<file path="config.mk">
export PLATFORM = sky130hd
export DESIGN_NAME = gates_n_unit_flat
export DESIGN_NICKNAME = d
export VERILOG_FILES = /design/src/rtl/gates_n_unit_pkg.sv /design/src/rtl/gates_n_unit_if.sv /design/src/rtl/gates_n_unit_comb.sv /design/src/rtl/gates_n_unit.sv /design/src/flat_wrapper.sv
export SDC_FILE = /design/constraint.sdc
export NUM_CORES = 1
export LEC_CHECK = 0
export ABC_AREA = 1
export BUFFER_PORTS_ARGS = -buffer_cell sky130_fd_sc_hd__buf_2
export CAP_MARGIN = 20
export CORE_MARGIN = 2
export CORE_UTILIZATION = 31
export CTS_CLUSTER_DIAMETER = 120
export DETAILED_ROUTE_END_ITERATION = 16
export GPL_ROUTABILITY_DRIVEN = 1
export HOLD_SLACK_MARGIN = 0.15
export PLACE_DENSITY = 0.51
export SKIP_CTS_REPAIR_TIMING = 1
export SLEW_MARGIN = 20
export SYNTH_ARGS = -nofsm -noshare
export SYNTH_HDL_FRONTEND = slang
export SYNTH_HIERARCHICAL = 1
export SYNTH_SLANG_ARGS = --single-unit
</file>
<file path="constraint.sdc">
create_clock -name clk -period 2.35 [get_ports clk]
set_input_delay 0.47 -clock clk [delete_from_list [all_inputs] [get_ports clk]]
set_output_delay 0.47 -clock clk [all_outputs]
set_load 0.005 [all_outputs]
</file>
<file path="src/rtl/gates_n_unit_pkg.sv">
// gates_pkg: shared definitions for the gates_n_unit logic unit.
//   - op encoding constants (OP_AND, OP_OR, OP_NAND_XOR, OP_NOR_XNOR)
//   - FSM state type (IDLE, ACC)
//   - helpers is_inverting(op) and base_op(op)
// Optional feature macro: GATES_XOR_EN (op 10/11 become XOR/XNOR instead
// of NAND/NOR).
package gates_pkg;

  typedef enum logic [1:0] {
    OP_AND      = 2'b00,
    OP_OR       = 2'b01,
    OP_NAND_XOR = 2'b10,
    OP_NOR_XNOR = 2'b11
  } op_e;

  typedef enum logic {
    IDLE = 1'b0,
    ACC  = 1'b1
  } state_e;

  // True when the final result is the complement of the base-op reduction.
  function automatic logic is_inverting(input logic [1:0] op);
`ifdef GATES_XOR_EN
    return (op == OP_NOR_XNOR);
`else
    return op[1];
`endif
  endfunction

  // Non-inverting operator used for combining operands and folding beats.
  function automatic logic [1:0] base_op(input logic [1:0] op);
`ifdef GATES_XOR_EN
    return op[1] ? OP_NAND_XOR : op;
`else
    return {1'b0, op[0]};
`endif
  endfunction

endpackage

</file>
<file path="src/rtl/gates_n_unit_if.sv">
// gates_n_unit_if: handshake bus of the gates_n_unit logic unit.
//   Input side : in_valid, in_ready, i1, i2, op, acc, last
//   Output side: out_valid, out_ready, o, cnt
// Modports: master (traffic source/sink, e.g. a bench), slave (the unit).
interface gates_n_unit_if #(
  parameter int WIDTH = 8,
  parameter int CNT_W = 8
);
  logic             in_valid;
  logic             in_ready;
  logic [WIDTH-1:0] i1;
  logic [WIDTH-1:0] i2;
  logic [1:0]       op;
  logic             acc;
  logic             last;
  logic             out_valid;
  logic             out_ready;
  logic [WIDTH-1:0] o;
  logic [CNT_W-1:0] cnt;

  modport master (
    output in_valid, i1, i2, op, acc, last, out_ready,
    input  in_ready, out_valid, o, cnt
  );

  modport slave (
    input  in_valid, i1, i2, op, acc, last, out_ready,
    output in_ready, out_valid, o, cnt
  );
endinterface

</file>
<file path="src/rtl/gates_n_unit_comb.sv">
// gates_n_comb: purely combinational WIDTH-bit bitwise gate.
//   a, b : operands
//   op   : 00 AND, 01 OR, 10 NAND (XOR), 11 NOR (XNOR)
//   y    : result
// Optional feature macro: GATES_XOR_EN selects XOR/XNOR for op 10/11.
module gates_n_comb
  import gates_pkg::*;
#(
  parameter int WIDTH = 8
) (
  input  logic [WIDTH-1:0] a,
  input  logic [WIDTH-1:0] b,
  input  logic [1:0]       op,
  output logic [WIDTH-1:0] y
);

  always_comb begin
    y = '0;
    case (op)
      OP_AND:      y = a & b;
      OP_OR:       y = a | b;
`ifdef GATES_XOR_EN
      OP_NAND_XOR: y = a ^ b;
      OP_NOR_XNOR: y = ~(a ^ b);
`else
      OP_NAND_XOR: y = ~(a & b);
      OP_NOR_XNOR: y = ~(a | b);
`endif
      default:     y = '0;
    endcase
  end

endmodule

</file>
<file path="src/rtl/gates_n_unit.sv">
// gates_n_unit: registered N-bit logic unit with valid/ready handshakes.
//   clk : rising-edge clock
//   rst : synchronous active-high reset
//   bus : gates_n_unit_if slave (in_valid/in_ready/i1/i2/op/acc/last in,
//         out_valid/out_ready/o/cnt out)
// Single-beat mode produces one result per beat; accumulate mode folds a
// burst (terminated by last) into one result with a saturating beat count.
// Optional feature macro: GATES_XOR_EN (op 10/11 = XOR/XNOR).
module gates_n_unit
  import gates_pkg::*;
#(
  parameter int WIDTH = 8,
  parameter int CNT_W = 8
) (
  input  logic          clk,
  input  logic          rst,
  gates_n_unit_if.slave bus
);

  state_e           state_q, state_d;
  logic [1:0]       op_q, op_d;
  logic [WIDTH-1:0] partial_q, partial_d;
  logic [CNT_W-1:0] cnt_int_q, cnt_int_d;
  logic [WIDTH-1:0] o_q, o_d;
  logic [CNT_W-1:0] cnt_q, cnt_d;
  logic             out_valid_q, out_valid_d;

  logic             accept;
  logic [1:0]       op_eff;
  logic [WIDTH-1:0] beat_b;
  logic [WIDTH-1:0] fold_b;
  logic [CNT_W-1:0] cnt_inc;

  function automatic logic [CNT_W-1:0] sat_inc(input logic [CNT_W-1:0] v);
    return (v == {CNT_W{1'b1}}) ? v : v + 1'b1;
  endfunction

  // Inside a burst the latched op governs; the op input is ignored.
  assign op_eff  = (state_q == ACC) ? op_q : bus.op;
  assign cnt_inc = sat_inc(cnt_int_q);

  gates_n_comb #(.WIDTH(WIDTH)) u_combine (
    .a  (bus.i1),
    .b  (bus.i2),
    .op (base_op(op_eff)),
    .y  (beat_b)
  );

  gates_n_comb #(.WIDTH(WIDTH)) u_fold (
    .a  (partial_q),
    .b  (beat_b),
    .op (base_op(op_q)),
    .y  (fold_b)
  );

  // State and datapath registers
  always_ff @(posedge clk) begin
    if (rst) begin
      state_q     <= IDLE;
      op_q        <= '0;
      partial_q   <= '0;
      cnt_int_q   <= '0;
      o_q         <= '0;
      cnt_q       <= '0;
      out_valid_q <= 1'b0;
    end else begin
      state_q     <= state_d;
      op_q        <= op_d;
      partial_q   <= partial_d;
      cnt_int_q   <= cnt_int_d;
      o_q         <= o_d;
      cnt_q       <= cnt_d;
      out_valid_q <= out_valid_d;
    end
  end

  // Next-state logic
  always_comb begin
    state_d = state_q;
    if (accept) begin
      case (state_q)
        IDLE:    if (bus.acc && !bus.last) state_d = ACC;
        ACC:     if (bus.last)             state_d = IDLE;
        default: state_d = IDLE;
      endcase
    end
  end

  // Outputs and datapath next values
  always_comb begin
    bus.in_ready = !out_valid_q || bus.out_ready;
    accept       = bus.in_valid && bus.in_ready;
    op_d         = op_q;
    partial_d    = partial_q;
    cnt_int_d    = cnt_int_q;
    o_d          = o_q;
    cnt_d        = cnt_q;
    // A consumed result clears out_valid unless a new one loads below.
    out_valid_d  = out_valid_q && !bus.out_ready;
    if (accept) begin
      if (state_q == IDLE) begin
        if (bus.acc && !bus.last) begin
          partial_d = beat_b;
          op_d      = bus.op;
          cnt_int_d = CNT_W'(1);
        end else begin
          o_d         = is_inverting(bus.op) ? ~beat_b : beat_b;
          cnt_d       = CNT_W'(1);
          out_valid_d = 1'b1;
        end
      end else begin
        partial_d = fold_b;
        cnt_int_d = cnt_inc;
        if (bus.last) begin
          o_d         = is_inverting(op_q) ? ~fold_b : fold_b;
          cnt_d       = cnt_inc;
          out_valid_d = 1'b1;
        end
      end
    end
  end

  assign bus.out_valid = out_valid_q;
  assign bus.o         = o_q;
  assign bus.cnt       = cnt_q;

endmodule

</file>
<file path="src/flat_wrapper.sv">
// flat-port wrapper written by rule: the top's interface ports become plain ports
module gates_n_unit_flat import gates_pkg::*;
#(
  parameter int WIDTH = 8,
  parameter int CNT_W = 8
)
  (clk, rst, bus_in_valid, bus_i1, bus_i2, bus_op, bus_acc, bus_last, bus_out_ready, bus_in_ready, bus_out_valid, bus_o, bus_cnt);
  gates_n_unit_if #(.WIDTH(WIDTH), .CNT_W(CNT_W)) bus_i ();
  input  logic clk;
  input  logic rst;
  input wire logic [$bits(bus_i.in_valid)-1:0] bus_in_valid;
  input wire logic [$bits(bus_i.i1)-1:0] bus_i1;
  input wire logic [$bits(bus_i.i2)-1:0] bus_i2;
  input wire logic [$bits(bus_i.op)-1:0] bus_op;
  input wire logic [$bits(bus_i.acc)-1:0] bus_acc;
  input wire logic [$bits(bus_i.last)-1:0] bus_last;
  input wire logic [$bits(bus_i.out_ready)-1:0] bus_out_ready;
  output wire logic [$bits(bus_i.in_ready)-1:0] bus_in_ready;
  output wire logic [$bits(bus_i.out_valid)-1:0] bus_out_valid;
  output wire logic [$bits(bus_i.o)-1:0] bus_o;
  output wire logic [$bits(bus_i.cnt)-1:0] bus_cnt;
  assign bus_i.in_valid = bus_in_valid;
  assign bus_i.i1 = bus_i1;
  assign bus_i.i2 = bus_i2;
  assign bus_i.op = bus_op;
  assign bus_i.acc = bus_acc;
  assign bus_i.last = bus_last;
  assign bus_i.out_ready = bus_out_ready;
  assign bus_in_ready = bus_i.in_ready;
  assign bus_out_valid = bus_i.out_valid;
  assign bus_o = bus_i.o;
  assign bus_cnt = bus_i.cnt;
  gates_n_unit #(.WIDTH(WIDTH), .CNT_W(CNT_W)) u_core (.clk(clk), .rst(rst), .bus(bus_i));
endmodule
</file>
Word level (Yosys, flattened, before mapping)
Index checks and enable logic that the tools add are counted.
- eq/ne operators: 3
- bitwise operators: 7
- $add $sub $neg: 1
- reductions and logical operators: 13
- mux-type cells: 23
- operators by type and width (cell ; count):
    8-bit 2-to-1 mux ; 13
    8-bit one-hot mux with 2 select lines ; 2
    8-bit AND ; 2
    8-bit inverter ; 2
    8-bit OR ; 2
    8-bit by 1-bit adder with 8-bit output (second input constant) ; 1
    8-bit == test (second input constant) ; 1
    1-bit 2-to-1 mux ; 7
    3-bit AND reduction ; 2
    2-bit logical NOT ; 2
    1-bit logical AND ; 3
    1-bit logical NOT ; 3
    2-bit by 1-bit != test with 1-bit output (second input constant) ; 1
    2-bit != test (second input constant) ; 1
    1-bit one-hot mux with 2 select lines ; 1
    2-bit AND reduction ; 1
    2-bit nonzero test ; 1
    1-bit logical OR ; 1
    1-bit inverter ; 1
- flip-flop bits (word level): 36
- input port bits: 24
- word-level logic and storage cells: 54
- output and inout bits: 18

Logic depth before layout (Yosys ltp)
Gate-level depths: netlist of run 1.
- depth in word-level cells: 9
- mapped depth: 20
- depth with buffers taken out: 19

By module
Netlist of run 1, hierarchy kept.
- modules (own cells, without submodules) (module ; seq. area each (µm²) ; times used ; cells each ; area each (µm²)):
    gates_n_unit ; 720.7 ; 1 ; 261 ; 1801.7
    gates_n_comb ; 0.0 ; 2 ; 83 ; 331.6

Worst setup path after synthesis of run 1
Ideal clock, no wire load.
- kind: reg-to-reg
- start: reg u_core.state_q
- end: reg u_core.o_q[0] (netlist: u_core/bus.o[0])
- required time: 2.229 ns
- clock period less this slack: 2.006 ns
- path slack: 0.344 ns
- path buffers: 1
- cell stages (with the launch flop): 19
- data arrival time: 1.885 ns
- library setup time: 0.121 ns
- cells stage by stage: dfxtp_1 -> inv_2 -> clkbuf_1 -> o21ai_0 -> inv_2 -> nand2_1 -> nand2_1 -> nand2_1 -> nand2_1 -> inv_1 -> nand2_1 -> nand2_1 -> nand2_1 -> nand2_1 -> nand2_1 -> inv_1 -> xor2_1 -> o221ai_1 -> nand2_1
- cells in the longest elaborated chain, start to end: 9
- elaborated cells on any way between the ends: 16
- classes of those cells: eq/ne: 2; mux: 8; bitwise: 4; reduce/logical: 2
- ends and longest elaborated chain (element ; RTL line ; RTL):
    start: declaration ; gates_n_unit.sv:20 ; state_e state_q, state_d;
    start signal: assignment ; gates_n_unit.sv:67 ; state_q <= state_d;
    1-bit 2-to-1 mux (*) ; gates_n_unit.sv:39 ; assign op_eff = (state_q == ACC) ? op_q : bus.op;
    via u_core.op_eff[0] ; gates_n_unit.sv:29 ; logic [1:0] op_eff;
    2-bit logical NOT ; gates_n_unit_comb.sv:19 ; case (op)
    8-bit one-hot mux with 2 select lines (*) ; gates_n_unit_comb.sv:19 ;
    via u_core.beat_b[0] ; gates_n_unit.sv:30 ; logic [WIDTH-1:0] beat_b;
    8-bit OR / 8-bit AND (equally long branches) ; - ;
    8-bit one-hot mux with 2 select lines (*) ; gates_n_unit_comb.sv:19 ;
    via u_core.fold_b[0] ; gates_n_unit.sv:31 ; logic [WIDTH-1:0] fold_b;
    8-bit inverter ; gates_n_unit.sv:115 ; o_d = is_inverting(op_q) ? ~fold_b : fold_b;
    8-bit 2-to-1 mux (*) ; gates_n_unit.sv:115 ;
    8-bit 2-to-1 mux (*) ; gates_n_unit.sv:114 ; if (bus.last) begin
    8-bit 2-to-1 mux (*) ; gates_n_unit.sv:101 ; if (state_q == IDLE) begin
    end signal: assignment ; gates_n_unit.sv:63 ; o_q <= '0;
    end signal: assignment ; gates_n_unit.sv:71 ; o_q <= o_d;
    end: declaration ; gates_n_unit.sv:24 ; logic [WIDTH-1:0] o_q, o_d;
Mark *: on every way through the listed nets, which the timed path passes. The rest lies on a longest branch. The select of a mux whose other input is x is not followed.
A chain may end at the register's enable or synchronous reset.

Worst setup path in the final report of run 1
- start: reg u_core.op_q[0]
- end: reg u_core.o_q[6] (netlist: u_core/bus.o[6])
- cells in the longest elaborated chain, start to end: 9
- elaborated cells on any way between the ends: 14
- classes of those cells: mux: 8; bitwise: 4; reduce/logical: 2
- ends and longest elaborated chain (element ; RTL line ; RTL):
    start: declaration ; gates_n_unit.sv:21 ; logic [1:0] op_q, op_d;
    start signal: assignment ; gates_n_unit.sv:68 ; op_q <= op_d;
    1-bit 2-to-1 mux (*) ; gates_n_unit.sv:39 ;
    via u_core.op_eff[0] ; gates_n_unit.sv:29 ;
    2-bit logical NOT ; gates_n_unit_comb.sv:19 ;
    8-bit one-hot mux with 2 select lines (*) ; gates_n_unit_comb.sv:19 ;
    via u_core.beat_b[6] ; gates_n_unit.sv:30 ;
    8-bit OR / 8-bit AND (equally long branches) ; - ;
    8-bit one-hot mux with 2 select lines (*) ; gates_n_unit_comb.sv:19 ;
    via u_core.fold_b[6] ; gates_n_unit.sv:31 ;
    8-bit inverter ; gates_n_unit.sv:115 ;
    8-bit 2-to-1 mux (*) ; gates_n_unit.sv:115 ;
    8-bit 2-to-1 mux (*) ; gates_n_unit.sv:114 ;
    8-bit 2-to-1 mux (*) ; gates_n_unit.sv:101 ;
Marked as above.

==> flow_metrics.env, run 1 <==
export IMPL_cts_buffers=5
export IMPL_fmax_mhz=492
export IMPL_setup_viol=0
export IMPL_setup_tns_final_ns=0
export IMPL_min_period_ns=2.03
export IMPL_grt_pass1_vias=2516
export IMPL_routed_wl_um=6740
export IMPL_drt_iter0_drc=118
export IMPL_fp_row_count=32
export IMPL_synth_cells=427
export IMPL_yosysWarnings=6
export IMPL_start_util=0.319
export IMPL_crit_arrival_ns=2.20
export IMPL_grt_pass1_wl_um=11800
export IMPL_dieArea_mm2=0.00868
export IMPL_min_period_over_period=0.865
export IMPL_port_buffers=41
export IMPL_wl_per_cell_um=11.8
export IMPL_crit_type="register to register"
export IMPL_grt_usage=0.168
export IMPL_dominantRegCellSynth="dfxtp_1"
export IMPL_dieWidth_um=93.2
export IMPL_status="finished, final reports clean"
export IMPL_nets=492
export IMPL_design_area_mm2=0.00286
export IMPL_drc_errors=0
export IMPL_synth_enable_flop_cells=0
export IMPL_ant_nets=0
export IMPL_drv_cap=0
export IMPL_antenna_found_initial=0
export IMPL_ys_seq_area_frac=0.292
export IMPL_cp_slowest_cell="dfxtp_1"
export IMPL_clkSinkCount=36
export IMPL_tritoncts="built"
export IMPL_cp_data_required_time_ns=2.51
export IMPL_synth_top_cell_area_share=0.292
export IMPL_path_cells="inv_1 > o21ai_1 > inv_2 > nand2_1 > nand2_1 > nand2_1 > nand2_1 > inv_1 > nand2_1 > nand2_1 > nand2_1 > nand2_1 > nand2_1 > inv_1 > xor2_1 > o221ai_1 > nand2_1"
export IMPL_routabilityCongestion=0.814
export IMPL_core_area_mm2=0.00773
export IMPL_ys_ff_latch=36
export IMPL_rsz0062_at_grt="false"
export IMPL_path_max_fanout=8
export IMPL_synth_largest_area_cell="dfxtp_1"
export IMPL_grt_start_max_net_pins=24
export IMPL_power_leakage_nw=1.61
export IMPL_gr_total_overflow=0
export IMPL_n_antenna_cell=0
export IMPL_path_buf_inv=4
export IMPL_end_kind="register"
export IMPL_area_growth_pct=15.9
export IMPL_via_per_inst=4.55
export IMPL_path_common_cell="nand2_1"
export IMPL_firstDrtPassIters=4
export IMPL_clk_insertion_delay_late_ns=0.28
export IMPL_start_kind="register"
export IMPL_multi_input_area_mm2=0.00135
export IMPL_syn_avg_cell_area_um2=5.77
export IMPL_final_layout_size_suffix_gt1_frac=0.147
export IMPL_fp_dieH_um=93.2
export IMPL_hp_class="input port to register"
export IMPL_tightest_slew_ns=0.563
export IMPL_drv_slew=0
export IMPL_cts_root_buf="clkbuf_8"
export IMPL_relSlewSlack=0.624
export IMPL_vias=2591
export IMPL_postLayoutCoreUtil=0.370
export IMPL_fillCellCount=859
export IMPL_power_w=0.00160
export IMPL_clockBufferDepth=2
export IMPL_seqCellArea_um2=721
export IMPL_hpwlAfterDp_um=4770
export IMPL_fin_skew_ns=0.00784
export IMPL_p_per_area_mw_per_mm2=560
export IMPL_htreeDepth=2
export IMPL_postPlaceCellArea_mm2=0.00275
export IMPL_synth_cell_types=25
export IMPL_cp_slowest_stage_delay_ns=0.40
export IMPL_vdd_drop_max_uv=278
export IMPL_timing_hold_ws_ns=0.421
export IMPL_hold_viol_final=0
export IMPL_path_delay_family="simple AND/OR/NAND/NOR gates"
export IMPL_syn_area_mm2=0.00246
export IMPL_io_pins=42
export IMPL_synth_area_leaders="dfxtp_1, nand2_1, inv_1, o21ai_0, nor2_1"
export IMPL_clkTransAtPathRegs_ns=0.08
export IMPL_async_flop_share=0
## worst paths after layout
check | from | slack (ns) | to | depth (start not counted)
hold / removal | rst | 0.42 | u_core/cnt_int_q[7] | 2
setup / recovery | u_core/op_q[0] | 0.32 | u_core/bus.o[6] | 17
setup reg to reg | u_core/op_q[0] | 0.32 | u_core/bus.o[6] | 17
hold reg to reg | u_core/bus.cnt[0] | 0.45 | u_core/bus.cnt[0] | 2
## power breakdown
group / switching (W) / leakage (nW) / total (W) / internal, W
sequential: 0.0000309 / 0.294 / 0.000681 / 0.000650
clock: 0.000230 / 0.0552 / 0.000545 / 0.000315
combinational: 0.000245 / 1.26 / 0.000376 / 0.000131
total: 0.000506 / 1.61 / 0.00160 / 0.00110
## through the flow
step / setup WS [ns] / instances
3_5_place_dp: 0.215 / 562
3_3_place_gp: 0.233 / 562
5_1_grt: 0.0304 / 570
6_report: 0.317 / 570
2_1_floorplan: 0.344 / 428
4_1_cts: 0.222 / 570
## synth_stat cells (2+ instances only)
cell / n
clkbuf_1: 6
o221ai_1: 8
inv_2: 9
buf_6: 3
dfxtp_1: 36
nand3_1: 26
o21ai_1: 3
nand2_1: 146
nand2_2: 2
buf_4: 2
inv_1: 76
a21oi_1: 11
xor2_1: 10
nor2_2: 3
nor2_1: 36
o21ai_0: 41
## cell type report
type	count	share of cell area
clock buffer	6	0.0254
clock inverter	2	0.0123
inverter	85	0.112
multi-input combinational	294	0.472
sequential	36	0.252
tap	102	0.0447
timing repair buffer	45	0.0823
## kinds of logic (layout without fill, tap and decap cells)
logic type | count (synthesis) | after routing | share of synthesized area
XOR/XNOR | 10 | 10 | 0.0355
flip-flops | 36 | 36 | 0.292
other | 1 | 2 | 0.00152
buffers and inverters | 98 | 138 | 0.162
adder cells (fa/ha/maj) | 1 | 1 | 0.00508
AND/OR/NAND/NOR | 215 | 215 | 0.350
AO/OA/AOI/OAI | 66 | 66 | 0.153
## state kept, by name (all words and copies together) (netlist names)
signal	cells
u_core/cnt_int_q	8
u_core/state_q	1
u_core/partial_q	8
u_core/bus.out_valid	1
u_core/bus.o	8
u_core/bus.cnt	8
u_core/op_q	2
## metal layers
layer | vias up | GRT usage | wire length, µm
met4 | 0 | 0.0319 | 29
met2 | 72 | 0.292 | 3040
met5 | - | 0 | 0
met3 | 2 | 0.0266 | 431
met1 | 1138 | 0.220 | 3230
li1 | 1379 | - | -
## cell usage in the layout, fill, tap and decap left out
master and n:
inv_1 76, o21ai_0 40, a21oi_4 1, nand2_2 2, clkbuf_8 5, a21oi_1 11
ha_1 1, buf_4 4, nand3_1 26, o21ai_1 4, nor2_1 36, dfxtp_1 36
clkbuf_1 1, buf_2 41, nand2_1 146, o21a_1 1, o21ai_2 1, nor2_2 3
conb_1 2, nor2_4 1, nand4_1 1, bufinv_16 1, o221ai_1 8, clkinv_2 1
inv_2 9, xor2_1 10
## worst register-to-register path: stages (launching register included)
cell,delay (ns)
dfxtp_1,0.40
inv_1,0.08
o21ai_1,0.20
inv_2,0.11
nand2_1,0.10
nand2_1,0.06
nand2_1,0.05
nand2_1,0.05
inv_1,0.12
nand2_1,0.07
nand2_1,0.08
nand2_1,0.05
nand2_1,0.05
nand2_1,0.04
inv_1,0.07
xor2_1,0.06
o221ai_1,0.25
nand2_1,0.08
Note: power is estimated with default switching activity, not from simulation.
==> run 2, diff against run 1 <==
PLACE_DENSITY = 0.54   (was 0.51)
==> flow_metrics.env, run 2 (synthesis results as in run 1) <==
export IMPL_status="finished, final reports clean"
export IMPL_cp_slowest_stage_delay_ns=0.37
export IMPL_drc_errors=0
export IMPL_path_common_cell="nand2_1"
export IMPL_layout_commonest_cell="nand2_1"
export IMPL_relSlewSlack=0.627
export IMPL_crit_type="register to register"
export IMPL_tritoncts="built"
export IMPL_fmax_mhz=483
export IMPL_core_area_mm2=0.00773
export IMPL_rr_worst_depth=17
export IMPL_nets=492
export IMPL_hold_viol_final=0
export IMPL_path_buf_inv=4
export IMPL_hp_class="input port to register"
export IMPL_fillCellCount=845
export IMPL_hold_depth=2
export IMPL_cp_data_required_time_ns=2.52
export IMPL_path_cells="inv_1 > o21ai_1 > inv_2 > nand2_1 > nand2_1 > nand2_1 > nand2_1 > inv_1 > nand2_1 > nand2_1 > nand2_1 > nand2_1 > nand2_1 > inv_1 > xor2_1 > o221ai_1 > nand2_1"
export IMPL_routabilityCongestion=0.811
export IMPL_area_growth_pct=14.7
export IMPL_gr_total_overflow=0
export IMPL_path_max_fanout=8
export IMPL_routed_wl_um=6440
export IMPL_dieWidth_um=93.2
export IMPL_p_per_area_mw_per_mm2=525
export IMPL_hpwlAfterDp_um=4640
export IMPL_design_area_mm2=0.00283
export IMPL_gr_usage_met2=0.264
export IMPL_clk_insertion_delay_late_ns=0.29
export IMPL_clock_power_share=0.291
export IMPL_combPwrFrac=0.250
export IMPL_vias=2604
export IMPL_htreeDepth=2
export IMPL_intPower_w=0.000983
export IMPL_crit_arrival_ns=2.24
export IMPL_grt_pass1_vias=2401
export IMPL_cp_slowest_cell="dfxtp_1"
export IMPL_grt_start_max_net_pins=24
export IMPL_clockBufferDepth=2
export IMPL_dieArea_mm2=0.00868
export IMPL_fp_row_count=32
export IMPL_wl_per_cell_um=11.3
export IMPL_min_period_ns=2.07
export IMPL_use_met3=0.0282
export IMPL_drv_cap=0
export IMPL_antenna_found_initial=0
export IMPL_vdd_drop_max_uv=165
export IMPL_n_antenna_cell=0
export IMPL_cts_root_buf="clkbuf_8"
export IMPL_r2r_start="u_core/op_q[0]"
export IMPL_seq_power_share=0.459
export IMPL_end_kind="register"
export IMPL_tightest_slew_ns=0.558
export IMPL_path_delay_family="simple AND/OR/NAND/NOR gates"
export IMPL_power_leakage_nw=1.59
export IMPL_p_switching_w=0.000503
export IMPL_postPlaceCellArea_mm2=0.00275
export IMPL_worstHoldStart="rst"
export IMPL_rr_endpoint="u_core/bus.o[2]"
export IMPL_port_buffers=41
export IMPL_start_kind="register"
export IMPL_drt_iter0_drc=135
export IMPL_via_per_inst=4.58
export IMPL_firstDrtPassIters=4
export IMPL_rsz0062_at_grt="false"
export IMPL_use_met1=0.206
export IMPL_ant_nets=0
export IMPL_final_layout_size_suffix_gt1_frac=0.146
export IMPL_grt_pass1_wl_um=10900
export IMPL_clkSinkCount=36
export IMPL_start_util=0.319
export IMPL_setup_tns_final_ns=0
export IMPL_fp_dieH_um=93.2
export IMPL_io_pins=42
export IMPL_grt_usage=0.158
export IMPL_drv_slew=0
export IMPL_swShare=0.338
export IMPL_setup_viol=0
export IMPL_most_common_layout_cells="nand2_1, inv_1, buf_2"
export IMPL_min_period_over_period=0.881
export IMPL_clkTransAtPathRegs_ns=0.08
export IMPL_busiest_layer="met2"
export IMPL_reg2reg_slack_ns=0.28
export IMPL_cts_buffers=5
export IMPL_min_to="u_core/cnt_int_q[7]"
export IMPL_fin_skew_ns=0.00626
==> run 2: cell count changes in the layout (fill, tap and decap cells not counted) <==
cell / change
bufinv_16: -1
==> run 2: worst max path at each step <==
stage | start | to | depth (start not counted)
3_5_place_dp | bus_op[0] | u_core/bus.o[2] | 18
4_1_cts | u_core/op_q[0] | u_core/bus.o[2] | 17
3_3_place_gp | bus_op[0] | u_core/bus.o[2] | 18
6_report | u_core/op_q[0] | u_core/bus.o[2] | 17
2_1_floorplan | u_core/state_q | u_core/bus.o[0] | 18
5_1_grt | u_core/op_q[0] | u_core/bus.o[2] | 17
==> run 2: layout make-up <==
cell class / count / area, µm² / area share
multi-input cells: 294 / 1350 / 0.477
clock buffers: 6 / 72.6 / 0.0257
flip-flops and latches: 36 / 721 / 0.255
clock inverters: 1 / 5.00 / 0.00177
inverters: 85 / 319 / 0.113
well taps: 102 / 128 / 0.0451
repair buffers: 45 / 235 / 0.0832
==> run 2: layer usage <==
layer / vias up / routed length, µm / part of all wire
met5: - / 0 / 0
li1: 1381 / - / -
met1: 1151 / 3010 / 0.47
met4: 0 / 44 / 0.0068
met3: 5 / 390 / 0.061
met2: 67 / 2990 / 0.46
==> run 2: power groups by stage <==
stage / sequential (W) / combinational, W / clock, W
after CTS: 0.000682 / 0.000369 / 0.000446
after detailed placement: 0.000696 / 0.000367 / 0
final: 0.000682 / 0.000371 / 0.000432
after global routing: 0.000688 / 0.000435 / 0.000469
after floorplan: 0.000688 / 0.000274 / 0
after global placement: 0.000695 / 0.000359 / 0
==> run 2: metrics by stage <==
stage / utilization / total power [W] / cells / setup slack, ns / hold slack (ns)
floorplan: - / 0.000962 / 428 / 0.344 / 0.446
global placement: 0.356 / 0.00105 / 562 / 0.127 / 0.437
detailed placement: 0.356 / 0.00106 / 562 / 0.0933 / 0.438
CTS: 0.366 / 0.00150 / 569 / 0.105 / 0.412
global route: 0.366 / 0.00159 / 569 / 0.0491 / 0.425
finish: 0.366 / 0.00149 / 569 / 0.280 / 0.418
==> run 3, diff against run 2 <==
BUFFER_PORTS_ARGS = not set   (was -buffer_cell sky130_fd_sc_hd__buf_2)
CTS_CLUSTER_SIZE = 20   (was not set)
DONT_BUFFER_PORTS = 1   (was not set)
PLACE_DENSITY = 0.5   (was 0.54)
==> flow_metrics.env, run 3 (synthesis results as in run 1) <==
export IMPL_fin_skew_ns=0.0125
export IMPL_rsz0062_at_grt="false"
export IMPL_firstDrtPassIters=4
export IMPL_crit_arrival_ns=2.17
export IMPL_via_per_inst=4.55
export IMPL_hp_class="input port to register"
export IMPL_hold_viol_final=0
export IMPL_drv_cap=0
export IMPL_core_area_mm2=0.00773
export IMPL_routed_wl_um=6410
export IMPL_setup_viol=0
export IMPL_hpwlAfterDp_um=4660
export IMPL_design_area_mm2=0.00263
export IMPL_path_max_fanout=8
export IMPL_setup_tns_final_ns=0
export IMPL_antenna_found_initial=0
export IMPL_tritoncts="built"
export IMPL_clk_insertion_delay_late_ns=0.30
export IMPL_clkTransAtPathRegs_ns=0.08
export IMPL_layout_commonest_cell="nand2_1"
export IMPL_min_period_over_period=0.844
export IMPL_routabilityCongestion=0.736
export IMPL_relSlewSlack=0.448
export IMPL_htreeDepth=2
export IMPL_port_buffers=0
export IMPL_gr_total_overflow=0
export IMPL_start_util=0.319
export IMPL_dieWidth_um=93.2
export IMPL_status="finished, final reports clean"
export IMPL_vdd_drop_max_uv=212
export IMPL_postPlaceCellArea_mm2=0.00254
export IMPL_grt_pass1_wl_um=10800
export IMPL_p_per_area_mw_per_mm2=561
export IMPL_most_common_layout_cells="nand2_1, inv_1, o21ai_0"
export IMPL_fin_cells=528
export IMPL_start_kind="register"
export IMPL_n_antenna_cell=0
export IMPL_final_layout_size_suffix_gt1_frac=0.0657
export IMPL_grt_start_max_net_pins=24
export IMPL_min_period_ns=1.98
export IMPL_fp_dieH_um=93.2
export IMPL_grt_pass1_vias=2291
export IMPL_clockBufferDepth=2
export IMPL_grt_usage=0.155
export IMPL_ant_nets=0
export IMPL_drt_iter0_drc=129
export IMPL_drc_errors=0
export IMPL_dieArea_mm2=0.00868
export IMPL_fp_row_count=32
export IMPL_fmax_mhz=504
export IMPL_cts_root_buf="clkbuf_8"
export IMPL_area_growth_pct=6.50
export IMPL_io_pins=42
export IMPL_drv_slew=0
export IMPL_cp_data_required_time_ns=2.54
export IMPL_post_place_cells=520
export IMPL_end_kind="register"
export IMPL_clkSinkCount=36
export IMPL_crit_type="register to register"
export IMPL_vias=2401
export IMPL_power_leakage_nw=1.41
export IMPL_cts_buffers=5
export IMPL_wl_per_cell_um=12.1
export IMPL_nets=450
export IMPL_tightest_slew_ns=0.825
[run 3: cell count changes in the layout (fill, tap and decap cells not counted)]
cell | previous run | this run
buf_2 | 41 | 0
buf_4 | 4 | 3
clkbuf_1 | 1 | 0
clkinv_2 | 1 | 2
clkinv_4 | 0 | 1
[run 3: worst paths after layout]
| kind | startpoint | endpoint | slack [ns] | depth (start not counted) |
|---|---|---|---|---|
| max | u_core/op_q[0] | u_core/bus.o[0] | 0.37 | 17 |
| min | rst | u_core/cnt_int_q[7] | 0.23 | 1 |
| max reg2reg | u_core/op_q[0] | u_core/bus.o[0] | 0.37 | 17 |
| min reg2reg | u_core/bus.o[1] | u_core/bus.o[1] | 0.47 | 2 |
[run 3: metrics by stage]
| step | utilization | worst slack (ns) | hold WS, ns | total power [W] |
|---|---|---|---|---|
| floorplan | - | 0.344 | 0.446 | 0.000962 |
| global placement | 0.328 | 0.307 | 0.462 | 0.00102 |
| detailed placement | 0.328 | 0.255 | 0.463 | 0.00102 |
| CTS | 0.340 | 0.237 | 0.225 | 0.00149 |
| global route | 0.340 | 0.0936 | 0.225 | 0.00157 |
| finish | 0.340 | 0.368 | 0.232 | 0.00147 |
[run 3: per-layer routing]
metal / vias up / track usage / share of wire
li1: 1295 / - / -
met1: 1052 / 0.199 / 0.48
met2: 49 / 0.269 / 0.46
met3: 5 / 0.0250 / 0.050
met4: 0 / 0.0404 / 0.0087
met5: - / 0 / 0
[run 3: area by class of cell]
cell class	instances	area, µm²
clock buffer	5	68.8
tap	102	128
multi-input combinational	294	1350
inverter	85	319
fill	867	5100
timing repair buffer	3	22.5
sequential	36	721
clock inverter	3	18.8
[run 3: power breakdown]
group | internal, W | total, W | switching [W]
Combinational | 0.000107 | 0.000326 | 0.000220
Clock | 0.000207 | 0.000461 | 0.000254
Sequential | 0.000650 | 0.000686 | 0.0000363
Total | 0.000964 | 0.00147 | 0.000510
[run 3: worst max-delay path, stage by stage, from the launching register on]
cell and delay, ns:
dfxtp_1 0.37, inv_1 0.06, o21ai_1 0.19, inv_2 0.12
nand2_1 0.10, nand2_1 0.05, nand2_1 0.05, nand2_1 0.05
inv_1 0.12, nand2_1 0.06, nand2_1 0.07, nand2_1 0.05
nand2_1 0.05, nand2_1 0.04, inv_1 0.07, xor2_1 0.07
o221ai_1 0.25, nand2_1 0.07
